==> config.mk <==
export PLATFORM = sky130hd
export DESIGN_NAME = psum_writeback_flat
export DESIGN_NICKNAME = d
export VERILOG_FILES = /design/src/rtl/psum_writeback_if.sv /design/src/rtl/psum_writeback.sv /design/src/flat_wrapper.sv
export SDC_FILE = /design/constraint.sdc
export NUM_CORES = 1
export LEC_CHECK = 0
export ABC_CLOCK_PERIOD_IN_PS = 6500
export BUFFER_PORTS_ARGS = -buffer_cell sky130_fd_sc_hd__buf_2
export CAP_MARGIN = 30
export CELL_PAD_IN_SITES_DETAIL_PLACEMENT = 1
export CELL_PAD_IN_SITES_GLOBAL_PLACEMENT = 2
export CORE_MARGIN = 5
export CORE_UTILIZATION = 31
export DETAILED_ROUTE_END_ITERATION = 12
export PLACE_DENSITY = 0.86
export SYNTH_ARGS = -nofsm -noshare
export SYNTH_HDL_FRONTEND = slang
export SYNTH_SLANG_ARGS = --single-unit
==> constraint.sdc <==
create_clock -name clk -period 6.5 [get_ports clk]
set_clock_uncertainty 0.2 [all_clocks]
set_input_delay 0.325 -clock clk [delete_from_list [all_inputs] [get_ports clk]]
set_output_delay 0.325 -clock clk [all_outputs]
set_load 0.05 [all_outputs]
==> src/rtl/psum_writeback_if.sv <==
// psum_writeback_if
//   Bundles the OFIFO pop port and the single-port psum SRAM port of the
//   corelet writeback path.
//   master : the writeback engine (pops the OFIFO, drives the SRAM)
//   slave  : the OFIFO + SRAM side
//   Signals:
//     ofifo_valid  OFIFO holds at least one row
//     ofifo_rd     OFIFO pop strobe
//     ofifo_data   OFIFO head row, valid the cycle after ofifo_rd
//     sram_cen     SRAM enable, active-high
//     sram_wen     1 = write, 0 = read
//     sram_addr    SRAM row address
//     sram_din     SRAM write data
//     sram_dout    SRAM read data, valid 1 cycle after a read
interface psum_writeback_if #(
  parameter int col     = 8,
  parameter int psum_bw = 16,
  parameter int addr_bw = 11
);
  logic                     ofifo_valid;
  logic                     ofifo_rd;
  logic [col*psum_bw-1:0]   ofifo_data;
  logic                     sram_cen;
  logic                     sram_wen;
  logic [addr_bw-1:0]       sram_addr;
  logic [col*psum_bw-1:0]   sram_din;
  logic [col*psum_bw-1:0]   sram_dout;

  modport master (
    input  ofifo_valid, ofifo_data, sram_dout,
    output ofifo_rd, sram_cen, sram_wen, sram_addr, sram_din
  );

  modport slave (
    output ofifo_valid, ofifo_data, sram_dout,
    input  ofifo_rd, sram_cen, sram_wen, sram_addr, sram_din
  );
endinterface

==> src/rtl/psum_writeback.sv <==
// psum_writeback
//   Consumer end of the corelet OFIFO. Pops one row of col x psum_bw partial
//   sums per transfer and writes it to the psum SRAM at an incrementing
//   address, optionally adding it to the existing SRAM row first.
//   Optional feature macro: PSUM_RELU_EN (clamp negative lanes to 0 on write
//   when relu was set at start). Undefined: data is written unchanged.
//   Ports:
//     clk, reset   clock / synchronous active-high reset
//     start        1-cycle pulse, accepted only in IDLE
//     acc_en       sampled at start: accumulate into SRAM (1) or overwrite (0)
//     relu         sampled at start: ReLU on written data (PSUM_RELU_EN only)
//     base_addr    sampled at start: first SRAM row address
//     num_rows     sampled at start: rows to transfer (0 is legal)
//     bus          OFIFO + SRAM port (psum_writeback_if.master)
//     busy         high in every state except IDLE
//     done         1-cycle pulse when the transfer completes
//
// state | meaning
// IDLE  | waiting for start
// POP   | pop the OFIFO head row when one is available
// CAP   | capture the popped row; issue SRAM read when accumulating
// ACC   | add SRAM read data to the captured row lane by lane
// WR    | write the row to SRAM, advance address and row count
// DONE  | one-cycle completion pulse
module psum_writeback #(
  parameter int col     = 8,
  parameter int psum_bw = 16,
  parameter int addr_bw = 11
) (
  input  logic               clk,
  input  logic               reset,
  input  logic               start,
  input  logic               acc_en,
  input  logic               relu,
  input  logic [addr_bw-1:0] base_addr,
  input  logic [addr_bw-1:0] num_rows,
  psum_writeback_if.master   bus,
  output logic               busy,
  output logic               done
);
  localparam int W = col * psum_bw;

  typedef enum logic [2:0] {IDLE, POP, CAP, ACC, WR, DONE} state_t;

  state_t             state, next_state;
  logic               acc_q;
  logic               rd_q;
  logic [addr_bw-1:0] num_rows_q;
  logic [addr_bw-1:0] cur_addr;
  logic [addr_bw-1:0] row_cnt;
  logic [W-1:0]       data_reg;
  logic [W-1:0]       acc_sum;
  logic [W-1:0]       wr_data;
  logic               last_row;

  assign last_row = (row_cnt == (num_rows_q - addr_bw'(1)));

  always_ff @(posedge clk) begin
    if (reset) state <= IDLE;
    else       state <= next_state;
  end

  always_comb begin
    next_state    = state;
    bus.ofifo_rd  = rd_q;
    bus.sram_cen  = 1'b0;
    bus.sram_wen  = 1'b0;
    bus.sram_addr = cur_addr;
    bus.sram_din  = wr_data;
    busy          = (state != IDLE);
    done          = 1'b0;
    case (state)
      IDLE: if (start) next_state = (num_rows == '0) ? DONE : POP;
      POP:  if (rd_q) next_state = CAP;
      CAP: begin
        bus.sram_cen = acc_q;
        next_state   = acc_q ? ACC : WR;
      end
      ACC:  next_state = WR;
      WR: begin
        bus.sram_cen = 1'b1;
        bus.sram_wen = 1'b1;
        next_state   = last_row ? DONE : POP;
      end
      DONE: begin
        done       = 1'b1;
        next_state = IDLE;
      end
      default: next_state = IDLE;
    endcase
  end

  // Lane-wise add with natural psum_bw wraparound.
  always_comb begin
    acc_sum = '0;
    for (int i = 0; i < col; i++)
      acc_sum[i*psum_bw +: psum_bw] = data_reg[i*psum_bw +: psum_bw] + bus.sram_dout[i*psum_bw +: psum_bw];
  end

`ifdef PSUM_RELU_EN
  logic relu_q;

  always_ff @(posedge clk) begin
    if (reset)                      relu_q <= 1'b0;
    else if (state == IDLE && start) relu_q <= relu;
  end

  always_comb begin
    wr_data = data_reg;
    for (int i = 0; i < col; i++)
      if (relu_q && data_reg[i*psum_bw + psum_bw - 1])
        wr_data[i*psum_bw +: psum_bw] = '0;
  end
`else
  logic unused_relu;
  assign unused_relu = relu;
  assign wr_data     = data_reg;
`endif

  // The pop strobe is registered so ofifo_valid never reaches ofifo_rd
  // combinationally: valid is looked at in the cycle before (and while) the
  // FSM sits in POP. Only this block pops the OFIFO, so a row seen one cycle
  // early is still there when the strobe fires.
  always_ff @(posedge clk) begin
    if (reset) begin
      rd_q       <= 1'b0;
      acc_q      <= 1'b0;
      num_rows_q <= '0;
      cur_addr   <= '0;
      row_cnt    <= '0;
      data_reg   <= '0;
    end else begin
      rd_q <= (next_state == POP) && bus.ofifo_valid;
      case (state)
        IDLE: if (start) begin
          acc_q      <= acc_en;
          num_rows_q <= num_rows;
          cur_addr   <= base_addr;
          row_cnt    <= '0;
        end
        CAP: data_reg <= bus.ofifo_data;
        ACC: data_reg <= acc_sum;
        WR: begin
          cur_addr <= cur_addr + addr_bw'(1);
          row_cnt  <= row_cnt + addr_bw'(1);
        end
        default: ;
      endcase
    end
  end
endmodule

==> src/flat_wrapper.sv <==
// flat-port wrapper written by rule: the top's interface ports become plain ports
module psum_writeback_flat 
#(
  parameter int col     = 8,
  parameter int psum_bw = 16,
  parameter int addr_bw = 11
)
  (clk, reset, start, acc_en, relu, base_addr, num_rows, busy, done, bus_ofifo_valid, bus_ofifo_data, bus_sram_dout, bus_ofifo_rd, bus_sram_cen, bus_sram_wen, bus_sram_addr, bus_sram_din);
  psum_writeback_if #(.col(col), .psum_bw(psum_bw), .addr_bw(addr_bw)) bus_i ();
  input  logic clk;
  input  logic reset;
  input  logic start;
  input  logic acc_en;
  input  logic relu;
  input  logic [addr_bw-1:0] base_addr;
  input  logic [addr_bw-1:0] num_rows;
  output logic busy;
  output logic done;
  input wire logic [$bits(bus_i.ofifo_valid)-1:0] bus_ofifo_valid;
  input wire logic [$bits(bus_i.ofifo_data)-1:0] bus_ofifo_data;
  input wire logic [$bits(bus_i.sram_dout)-1:0] bus_sram_dout;
  output wire logic [$bits(bus_i.ofifo_rd)-1:0] bus_ofifo_rd;
  output wire logic [$bits(bus_i.sram_cen)-1:0] bus_sram_cen;
  output wire logic [$bits(bus_i.sram_wen)-1:0] bus_sram_wen;
  output wire logic [$bits(bus_i.sram_addr)-1:0] bus_sram_addr;
  output wire logic [$bits(bus_i.sram_din)-1:0] bus_sram_din;
  assign bus_i.ofifo_valid = bus_ofifo_valid;
  assign bus_i.ofifo_data = bus_ofifo_data;
  assign bus_i.sram_dout = bus_sram_dout;
  assign bus_ofifo_rd = bus_i.ofifo_rd;
  assign bus_sram_cen = bus_i.sram_cen;
  assign bus_sram_wen = bus_i.sram_wen;
  assign bus_sram_addr = bus_i.sram_addr;
  assign bus_sram_din = bus_i.sram_din;
  psum_writeback #(.col(col), .psum_bw(psum_bw), .addr_bw(addr_bw)) u_core (.clk(clk), .reset(reset), .start(start), .acc_en(acc_en), .relu(relu), .base_addr(base_addr), .num_rows(num_rows), .bus(bus_i), .busy(busy), .done(done));
endmodule
==> results.json <==
{
  "antenna_left": 0,
  "grt_pass1_vias": 16300,
  "maxCapViolations": 0,
  "final_util_pct": 42.1,
  "reg2reg_from": "u_core.state[0]",
  "antenna_found_initial": 17,
  "area_growth_syn_to_layout_pct": 33.6,
  "crit_path_end": "bus_sram_cen",
  "grt_max_degree": 79,
  "hold_viol": 0,
  "regArea_mm2": 0.00333,
  "ys.flop_type": "dfxtp_1",
  "crit_fanout": 65,
  "grt_pass1_wl_um": 88600,
  "r2r_cells": 7,
  "synth_seq_area_share_pct": 25.0,
  "finalNetCount": 2613,
  "fin_crit_sh_pct": 57.0,
  "pre_cts_ws_ns": 3.03,
  "critical_path_required_ns": 5.97,
  "path_clk_slew_ns": 0.07,
  "routed_via_density": 5.50,
  "yosysWarningCount": 0,
  "rr_endpoint": "u_core.bus.sram_din[127]",
  "slew_headroom_pct": 40.8,
  "fin_ws_ns": 2.80,
  "dr.pass1.iters": 5,
  "crit_start": "u_core.state[1]",
  "root_buffer": "clkbuf_16",
  "synth.distinct_cells": 76,
  "post_cts_buffers": 0,
  "cts_made_buffers": 17,
  "worstSkewPairLatency_ns": 0.50,
  "track_usage_pct": 23.4,
  "multi_input_area_mm2": 0.00943,
  "final-max-slew-violation-count": 0,
  "htreeDepth": 4,
  "leakage_nw": 8.14,
  "worstPathArrival_ns": 3.18,
  "synth_fp_nets": 2124,
  "fin_total_pwr_mw": 2.97,
  "min_path_type": "input pin to flop",
  "cts.sinks": 166,
  "core_area_mm2": 0.0421,
  "fin_crit_ns": 3.70,
  "n_fill_cell": 5242,
  "cts_tree": "built",
  "dp_hpwl_um": 41300,
  "drive_gt1_share_pct": 22.2,
  "initial_core_util_pct": 31.5,
  "dieArea_mm2": 0.0471,
  "wirelength_um": 56500,
  "gp_congestion": 0.876,
  "r2r_setup_slack_ns": 2.98,
  "clock_path_buffers": 2,
  "tightest_slew_ns": 0.887,
  "netlist_instances": 1709,
  "grt_setup_unrepaired": "false",
  "syn_area_per_cell_um2": 7.77,
  "die_h_um": 217,
  "status": "finished, final reports clean",
  "drc_errors": 0,
  "ir_drop_v": 0.000177,
  "wire_per_inst_um": 20.5,
  "via_count": 15200,
  "start_kind": "flop",
  "pwr_density_cell_mw_per_mm2": 167,
  "fp-row-count": 75,
  "synth_seq_cells": 166,
  "grt_overflow": 0,
  "io_buffers": 426,
  "max_freq_ghz": 0.270,
  "async_flop_share_pct": 0,
  "drtIter0Drc": 614,
  "worstSetupEndpointType": "output port",
  "finalSetupViolCount": 0,
  "crit_type": "flop to output port",
  "synth_edf_count": 0,
  "ioPinCount": 428,
  "fin_setup_tns_ns": 0,
  "netlist_area_mm2": 0.0133,
  "die_w_um": 217
}
cells in the final DEF (no fill, tap or decap), types with 41 or more instances in the layout:
cell | synthesis | final
nand2_1 | 117 | 117
dfxtp_1 | 166 | 165
a211oi_1 | 81 | 81
nand3_1 | 41 | 41
inv_1 | 52 | 51
nor2_1 | 152 | 152
a21oi_1 | 187 | 187
nor3_1 | 46 | 46
o21ai_0 | 101 | 101
dlygate4sd3_1 | 0 | 123
buf_2 | 7 | 425
xor2_1 | 41 | 41
ha_1 | 123 | 123
cells by family (layout without fill, tap and decap cells):
group	count (synthesis)	in the layout	share of synthesized area (%)
simple gates	522	522	19.5
other cells	0	10	0
fa+ha+maj	131	131	12.8
mux	44	44	3.35
buf+inv	143	645	4.11
compound gates	622	622	29.8
xor+xnor	81	81	5.40
flops	166	166	25.0
per-stage QoR:
step | area [µm²] | cells | hold WS, ns
2_1_floorplan | 13300 | 1709 | 0.248
3_3_place_gp | 15800 | 2595 | 0.267
3_5_place_dp | 15800 | 2595 | 0.265
4_1_cts | 17700 | 2750 | 0.00158
5_1_grt | 17700 | 2757 | 0.0439
6_report | 17700 | 2760 | 0.0462
how the worst min path moves through the flow:
stage / start / to / slack, ns / depth (start not counted)
3_5_place_dp: u_core.bus.sram_din[55] / u_core.bus.sram_din[55] / 0.27 / 2
6_report: bus_ofifo_data[106] / u_core.bus.sram_din[106] / 0.05 / 4
4_1_cts: bus_ofifo_data[58] / u_core.bus.sram_din[58] / 0.002 / 4
5_1_grt: bus_ofifo_data[58] / u_core.bus.sram_din[58] / 0.04 / 4
2_1_floorplan: u_core.num_rows_q[10] / u_core.num_rows_q[10] / 0.25 / 2
3_3_place_gp: u_core.num_rows_q[10] / u_core.num_rows_q[10] / 0.27 / 2
critical path, stage by stage, from the launching register on:
cell and delay [ns]:
dfxtp_1 0.62, and2b_4 0.80, buf_4 0.59, a21oi_1 0.16
nor2_1 0.14, buf_2 0.30
layer usage:
layer | GRT usage (%) | up-vias | part of all wire, %
met5 | 0 | - | 0.16
met1 | 26.8 | 7269 | 41
met3 | 5.93 | 109 | 6.1
met4 | 9.67 | 14 | 3.1
li1 | - | 7375 | -
met2 | 41.6 | 409 | 49
synth_stat cells (16+ instances only):
cell	count	area (µm²)
dfxtp_1	166	3320
a211oi_1	81	608
mux2i_1	40	400
nand3_1	41	205
xor2_1	41	359
ha_1	123	1540
and3_1	35	219
nand2_1	117	439
o21ai_0	101	505
or3_1	17	106
o21ai_1	22	110
nor3_1	46	230
nor2_1	152	571
nand2b_1	19	119
nor2b_1	20	125
o21a_1	16	120
inv_1	52	195
a21o_1	36	270
nand3b_1	17	128
o211ai_1	25	188
a31oi_1	39	244
xnor2_1	39	342
a21oi_1	187	936
clkbuf_1	75	282
repair_timing:
item                                   CTS  global route
hold buffers                           123             0
endpoints found under the hold margin  123             0
gates resized for setup                  0             0
flip-flops by register name, indices dropped and copies added (netlist names):
signal and count:
u_core.bus.sram_din 128, u_core.bus.sram_addr 11, u_core.num_rows_q 11, u_core.row_cnt 11, u_core.state 3, u_core.acc_q 1
u_core.bus.ofifo_rd 1
power by group:
| part | total (mW) | switching, mW | leakage [nW] | internal [mW] |
|---|---|---|---|---|
| Sequential | 1.08 | 0.0411 | 1.34 | 1.04 |
| Combinational | 0.710 | 0.413 | 6.48 | 0.297 |
| Clock | 1.17 | 0.500 | 0.314 | 0.674 |
| Total | 2.97 | 0.954 | 8.14 | 2.01 |
cell type report:
class	count	share of cell area [%]
tap	539	3.80
timing repair buffer	559	19.4
clock inverter	11	0.952
sequential	166	18.8
clock buffer	21	2.65
multi-input combinational	1400	53.1
inverter	54	1.16
antenna	10	0.141
Power figures use the tool's default switching activity.
